--- config.mk ---
export PLATFORM = sky130hd
export DESIGN_NAME = ram_byte_loader
export DESIGN_NICKNAME = d
export VERILOG_FILES = /design/src/rtl/ram_byte_loader.sv
export SDC_FILE = /design/constraint.sdc
export NUM_CORES = 1
export LEC_CHECK = 0
export BUFFER_PORTS_ARGS = -buffer_cell sky130_fd_sc_hd__buf_2
export CORE_AREA = 5 5 106 108
export DETAILED_ROUTE_END_ITERATION = 6
export DIE_AREA = 0 0 111 113
export HOLD_SLACK_MARGIN = 0.05
export PLACE_DENSITY = 0.84
export SYNTH_ARGS = -nofsm -noshare
export SYNTH_HDL_FRONTEND = slang
export SYNTH_SLANG_ARGS = --single-unit
--- constraint.sdc ---
create_clock -name clk -period 2.9 [get_ports clk]
set_clock_uncertainty 0.05 [all_clocks]
set_input_delay 0.58 -clock clk [delete_from_list [all_inputs] [get_ports clk]]
set_output_delay 0.58 -clock clk [all_outputs]
set_load 0.01 [all_outputs]
--- src/rtl/ram_byte_loader.sv ---
// Byte-stream to RAM word loader: packs bytes little-endian into DATA_WIDTH words and writes consecutive addresses.
// Optional write-back verification is enabled with `define LOADER_VERIFY_EN.
module ram_byte_loader #(
   parameter int DATA_WIDTH    = 32,
   parameter int ADDRESS_WIDTH = 12
) (
   input  logic                     clk,
   input  logic                     reset,
   input  logic                     start,
   input  logic [ADDRESS_WIDTH-1:0] base_addr,
   input  logic [ADDRESS_WIDTH:0]   word_count,
   input  logic                     byte_valid,
   input  logic [7:0]               byte_data,
   output logic                     byte_ready,
   output logic                     mem_wEn,
   output logic [ADDRESS_WIDTH-1:0] mem_addr,
   output logic [DATA_WIDTH-1:0]    mem_dataIn,
   input  logic [DATA_WIDTH-1:0]    mem_dataOut,
   output logic                     busy,
   output logic                     done,
   output logic                     error,
   output logic [ADDRESS_WIDTH:0]   words_written
);

   localparam int BPW = DATA_WIDTH / 8;
   localparam int IW  = (BPW > 1) ? $clog2(BPW) : 1;

   typedef enum logic [2:0] {
      S_IDLE,
      S_COLLECT,
      S_WRITE,
`ifdef LOADER_VERIFY_EN
      S_VREAD,
      S_VCHECK,
`endif
      S_DONE
   } state_t;

   state_t                   state, state_next;
   logic [ADDRESS_WIDTH-1:0] base_r;
   logic [ADDRESS_WIDTH:0]   count_r;
   logic [ADDRESS_WIDTH:0]   ww_r;
   logic [ADDRESS_WIDTH:0]   ww_inc;
   logic [IW-1:0]            idx_r;
   logic [DATA_WIDTH-1:0]    word_r;
   logic [DATA_WIDTH-1:0]    word_next;
   logic [ADDRESS_WIDTH-1:0] addr_r;
   logic [DATA_WIDTH-1:0]    data_r;
   logic                     last_byte;

   always_comb begin
      word_next  = word_r;
      for (int unsigned k = 0; k < BPW; k++) begin
         if (idx_r == IW'(k))
            word_next[8*k +: 8] = byte_data;
      end
      last_byte  = (idx_r == IW'(BPW - 1));
      ww_inc     = ww_r + 1'b1;
      state_next = state;
      case (state)
         S_IDLE:
            if (start)
               state_next = (word_count != '0) ? S_COLLECT : S_DONE;
         S_COLLECT:
            if (byte_valid && last_byte)
               state_next = S_WRITE;
`ifdef LOADER_VERIFY_EN
         S_WRITE:  state_next = S_VREAD;
         S_VREAD:  state_next = S_VCHECK;
         // words_written already advanced when WRITE was left
         S_VCHECK: state_next = (ww_r == count_r) ? S_DONE : S_COLLECT;
`else
         S_WRITE:  state_next = (ww_inc == count_r) ? S_DONE : S_COLLECT;
`endif
         S_DONE:   state_next = S_IDLE;
         default:  state_next = S_IDLE;
      endcase
   end

   always_ff @(posedge clk) begin
      if (reset) begin
         state   <= S_IDLE;
         base_r  <= '0;
         count_r <= '0;
         ww_r    <= '0;
         idx_r   <= '0;
         word_r  <= '0;
         addr_r  <= '0;
         data_r  <= '0;
      end else begin
         state <= state_next;
         case (state)
            S_IDLE:
               if (start) begin
                  base_r  <= base_addr;
                  count_r <= word_count;
                  ww_r    <= '0;
                  idx_r   <= '0;
                  word_r  <= '0;
               end
            S_COLLECT:
               if (byte_valid) begin
                  word_r <= word_next;
                  idx_r  <= last_byte ? '0 : idx_r + 1'b1;
                  if (last_byte) begin
                     addr_r <= base_r + ww_r[ADDRESS_WIDTH-1:0];
                     data_r <= word_next;
                  end
               end
            S_WRITE:
               ww_r <= ww_inc;
            default: ;
         endcase
      end
   end

`ifdef LOADER_VERIFY_EN
   logic error_r;

   always_ff @(posedge clk) begin
      if (reset)
         error_r <= 1'b0;
      else if (state == S_IDLE && start)
         error_r <= 1'b0;
      else if (state == S_VCHECK && mem_dataOut != data_r)
         error_r <= 1'b1;
   end

   assign error = error_r;
`else
   logic unused_dataout;
   assign unused_dataout = ^mem_dataOut;
   assign error          = 1'b0;
`endif

   assign byte_ready    = (state == S_COLLECT);
   assign mem_wEn       = (state == S_WRITE);
   assign mem_addr      = addr_r;
   assign mem_dataIn    = data_r;
   assign busy          = (state != S_IDLE);
   assign done          = (state == S_DONE);
   assign words_written = ww_r;

endmodule
# Word-level counts from Yosys, hierarchy flattened
# Index checks and enable logic that the tools add are counted.
# W data, S select, Z words.
# classes
muxes	18
addsub	3
n_reduce_logical	12
n_eq_ne	10
# ops
op	n
$mux W32	2
$pmux W32 S2	1
$mux W8	4
$pmux W13 S2	1
$add A13 B1 Y13 const B	1
$eq A13 B13 Y1	1
$mux W13	1
$reduce_bool A13 Y1	1
$add A12 B12 Y12	1
$mux W2	5
$pmux W3 S3	1
$eq A3 B2 Y1 const B	2
$mux W3	2
$reduce_and A2 Y1	3
$reduce_and A3 Y1	2
$eq A2 B2 Y1 const B	2
$ne A2 B2 Y1 const B	2
$pmux W2 S2	1
$reduce_bool A2 Y1	2
$eq A3 B1 Y1 const B	1
$logic_not A3 Y1	1
$reduce_bool A3 Y1	1
$add A2 B1 Y2 const B	1
$eq A2 B1 Y1 const B	1
3 further kinds	3
# word_totals
in_bits	69
elab_cells	51
ff_bits	119
output_inout_bits	62

# Logic depth before layout (Yosys ltp)
# logic_depth
word_depth	4
mapped_depth	9
mapped_depth_nobuf	9

# Worst setup path after synthesis
# Ideal clock, no wire load.
# synth_path
path_type	flip-flop to flip-flop
start	reg ww_r[0], in the netlist words_written[0]
end	reg addr_r[8], in the netlist mem_addr[8]
synth_period_minus_slack_ps	2346
required_ps	2789
arrival_time_ps	2236
setup_slack_ps	554
path_buffers	0
path_stages_with_launch	10
setup_time_ps	61
path_cell_list	dfxtp_1 -> ha_1 -> inv_1 -> fa_1 -> nor2b_4 -> o21ai_2 -> a21oi_2 -> o311ai_0 -> a2111oi_0 -> a311o_1
# synth_between
elab_chain_len	1
# synth_lines
element	line_no	source
start: declaration	42	logic [ADDRESS_WIDTH:0] ww_r;
start signal: assignment	111	ww_r <= ww_inc;
$add A12 B12 Y12	106	addr_r <= base_r + ww_r[ADDRESS_WIDTH-1:0];
end signal: assignment	106	
end: declaration	47	logic [ADDRESS_WIDTH-1:0] addr_r;
# No other way between the ends.
# A chain may end at the register's enable or synchronous reset.

# Final worst setup path
# layout_path
start	reg ww_r[7], in the netlist words_written[7]
end	reg addr_r[10], in the netlist mem_addr[10]
# The elaborated chain is that of the path after synthesis.

==> impl_metrics.ini <==
[timing]
rsz0062_at_grt = false
tightest_slew_ps = 621
layout_min_cycle_time_ps = 2390
fmax_ghz = 0.418
final_hold_viol_count = 0
tns_ps = 0
slew_headroom_pct = 58.5
slew_violations = 0
period_share_pct = 82.5
setup_viol = 0

[power_and_ir_drop]
power_density_mw_per_mm2 = 465
ir_worst_vdd_v = 0.000233
p_leak_nw = 2.54

[flow_run]
max_cap_violations = 0

[critical_path]
worstPathMaxFanout = 8
required_ps = 3130
reg2reg_from = words_written[7]
cp_num_buf_inv = 0
endpoint_kind = flip-flop
startpoint_type = flip-flop
max_stage_delay_ps = 550
slowest_stage = dfxtp_1
startpoint = words_written[7]
rrSetupSlack_ps = 510
crit_family = simple AND/OR/NAND/NOR gates
worstPathCellList = ha_1 > a21oi_1 > nand2_1 > or4_4 > and3_1 > a311o_1
cp.arrival_ps = 2620
crit_type = flip-flop to flip-flop

[grt]
grt_max_degree = 62
antenna_found_initial = 0
grt_pass1_vias = 4522
grt_usage_pct = 20.8
overflow = 0
grt_first_pass_wirelength_um = 21700

[die]
core_area_mm2 = 0.0101
die_w_um = 111
ios = 131
rows = 37
floorplan.die_area_mm2 = 0.0125
start_util_pct = 51.7
die_y_um = 113

[placement]
io_buffer_count = 97
dp.cells = 835
place_congestion = 0.894
place.detailed.hpwl_um = 9730

[synth]
netlist_instances = 632
synth.top_cell.area_share_pct = 42.0
yosys-top-cells-area = dfxtp_1, nand2_1, a21oi_1
ys_seq_area_share_pct = 42.0
synthArstFlopShare_pct = 0
yosysTopAreaCell = dfxtp_1
synth.avg_cell_area_um2 = 8.29
synth_seq_cells = 110
synth_warnings = 0
syn_area_mm2 = 0.00524
synthDistinctLibCells = 57
synth_edf_count = 0
syn_nets = 718
synth_ff_type = dfxtp_1

[drt]
wirelength_um = 13300
viasPerCell = 5.63
first_iter_violations = 321
wl_per_cell_um = 15.6
drc = 0
first_pass_iters = 5
vias = 4792
ant_nets = 0

[clocking]
postCtsSetupBuffers = 0
cts.clk_slew.worst_paths_ps = 110
numCtsBuffers = 9
cts_sinks = 110
clk_latency_ps = 380
max-clock-path-buffers = 2
holdBufCountCts = 0
cts-root-buf = clkbuf_8
htreeDepth = 3
cts_tree = done
cts_resized = 0

[status]
status = completed

[finish]
nFillCells = 882
final_core_util_pct = 59.4
insertedDiodeCount = 0
fin_cells = 851
nets = 796
layout-drive-gt1-share_pct = 19.6
area_growth_syn_to_layout_pct = 15.1

[worst_hold_path]
holdCritStartpoint = base_addr[5]
hold_path.class = input port to flip-flop
## layer usage
layer / vias to the layer above / wire length (um) / global-route usage (%)
li1: 2392 / - / -
met1: 2202 / 5850 / 26.2
met2: 164 / 6210 / 33.7
met3: 34 / 817 / 5.40
met4: 0 / 370 / 9.11
met5: - / 0 / 0
## registers in the layout, summed over array words and instances, names as in the netlist
| signal | flops |
|---|---|
| base_r | 12 |
| mem_dataIn | 32 |
| words_written | 13 |
| count_r | 13 |
| mem_addr | 12 |
| word_r | 24 |
| state | 2 |
| idx_r | 2 |
## final timing paths
check / endpoint / cells past startpoint
max: mem_addr[10] / 6
min: base_r[5] / 3
max reg2reg: mem_addr[10] / 6
min reg2reg: mem_addr[5] / 2
## synthesized netlist by cell type (2+ instances only)
| library cell | n |
|---|---|
| a211oi_1 | 27 |
| a21boi_0 | 2 |
| a21o_1 | 3 |
| a21oi_1 | 65 |
| a22oi_1 | 28 |
| a2bb2oi_1 | 2 |
| a311o_1 | 2 |
| a31oi_1 | 3 |
| and2_1 | 3 |
| and3_1 | 8 |
| buf_1 | 5 |
| buf_2 | 10 |
| buf_4 | 2 |
| clkbuf_1 | 28 |
| dfxtp_1 | 110 |
| ha_1 | 16 |
| inv_1 | 11 |
| mux2i_1 | 25 |
| nand2_1 | 93 |
| nand2b_1 | 5 |
| nand3_1 | 10 |
| nand3_2 | 2 |
| nand3b_1 | 4 |
| nand4_1 | 4 |
| nor2_1 | 77 |
| nor2b_1 | 4 |
| nor3_1 | 8 |
| nor3b_1 | 2 |
| nor4_1 | 5 |
| o2111ai_1 | 2 |
| o211ai_1 | 2 |
| o21ai_0 | 13 |
| o21ai_1 | 3 |
| o311ai_0 | 2 |
| o31ai_1 | 4 |
| or3_1 | 2 |
| xnor2_1 | 8 |
| xor2_1 | 13 |
## cell families after synthesis
family	count (synthesis)	share of synthesized area [%]
compound gates	166	20.3
other cells	1	0.0716
xor+xnor	21	3.51
buf+inv	57	4.47
simple gates	235	20.7
mux	25	4.78
fa+ha+maj	17	4.20
flops	110	42.0
## worst register-to-register path, stage by stage, from the launching register on
cell,delay [ps]
dfxtp_1,550
ha_1,380
a21oi_1,300
nand2_1,140
or4_4,430
and3_1,160
a311o_1,310
## cells in the final DEF, fill, tap and decap left out, types with 3 or more instances in the layout
cell and n:
a31oi_1 3, nand3b_1 4, o21ai_1 3, inv_8 4
clkbuf_8 9, inv_1 11, ha_1 16, nor4_1 5
buf_4 16, dfxtp_1 110, buf_2 96, xnor2_1 8
o31ai_1 4, nand2_1 93, nand2b_1 5, nor3_1 8
and3_1 8, a211oi_1 27, mux2i_1 25, a21o_1 3
nand3_1 10, nor2_1 76, nor2b_1 4, a22oi_1 28
a21oi_1 65, o21ai_0 13, and2_1 3, nand4_1 4
xor2_1 13
## where the power goes
part / switching, W / internal [W]
clock network: 0.000585 / 0.000344
logic: 0.000195 / 0.000109
registers: 0.0000265 / 0.00154
total: 0.000807 / 0.00200
## per-stage QoR
stage	hold WS (ps)	setup slack, ps	power [W]	instance area, um2
6_report	377	507	0.00280	6030
5_1_grt	364	367	0.00293	6030
4_1_cts	362	555	0.00282	6030
3_5_place_dp	395	593	0.00190	5830
3_3_place_gp	388	645	0.00189	5830
2_1_floorplan	390	554	0.00180	5240
## layout make-up
type	instances	area (um2)	share of cell area [%]
multi-input combinational	465	2810	46.6
sequential	110	2200	36.5
tap	136	170	2.82
inverter	12	45.0	0.748
clock inverter	7	75.1	1.25
clock buffer	9	124	2.06
timing repair buffer	112	601	9.97
(Power assumes the default switching activity.)
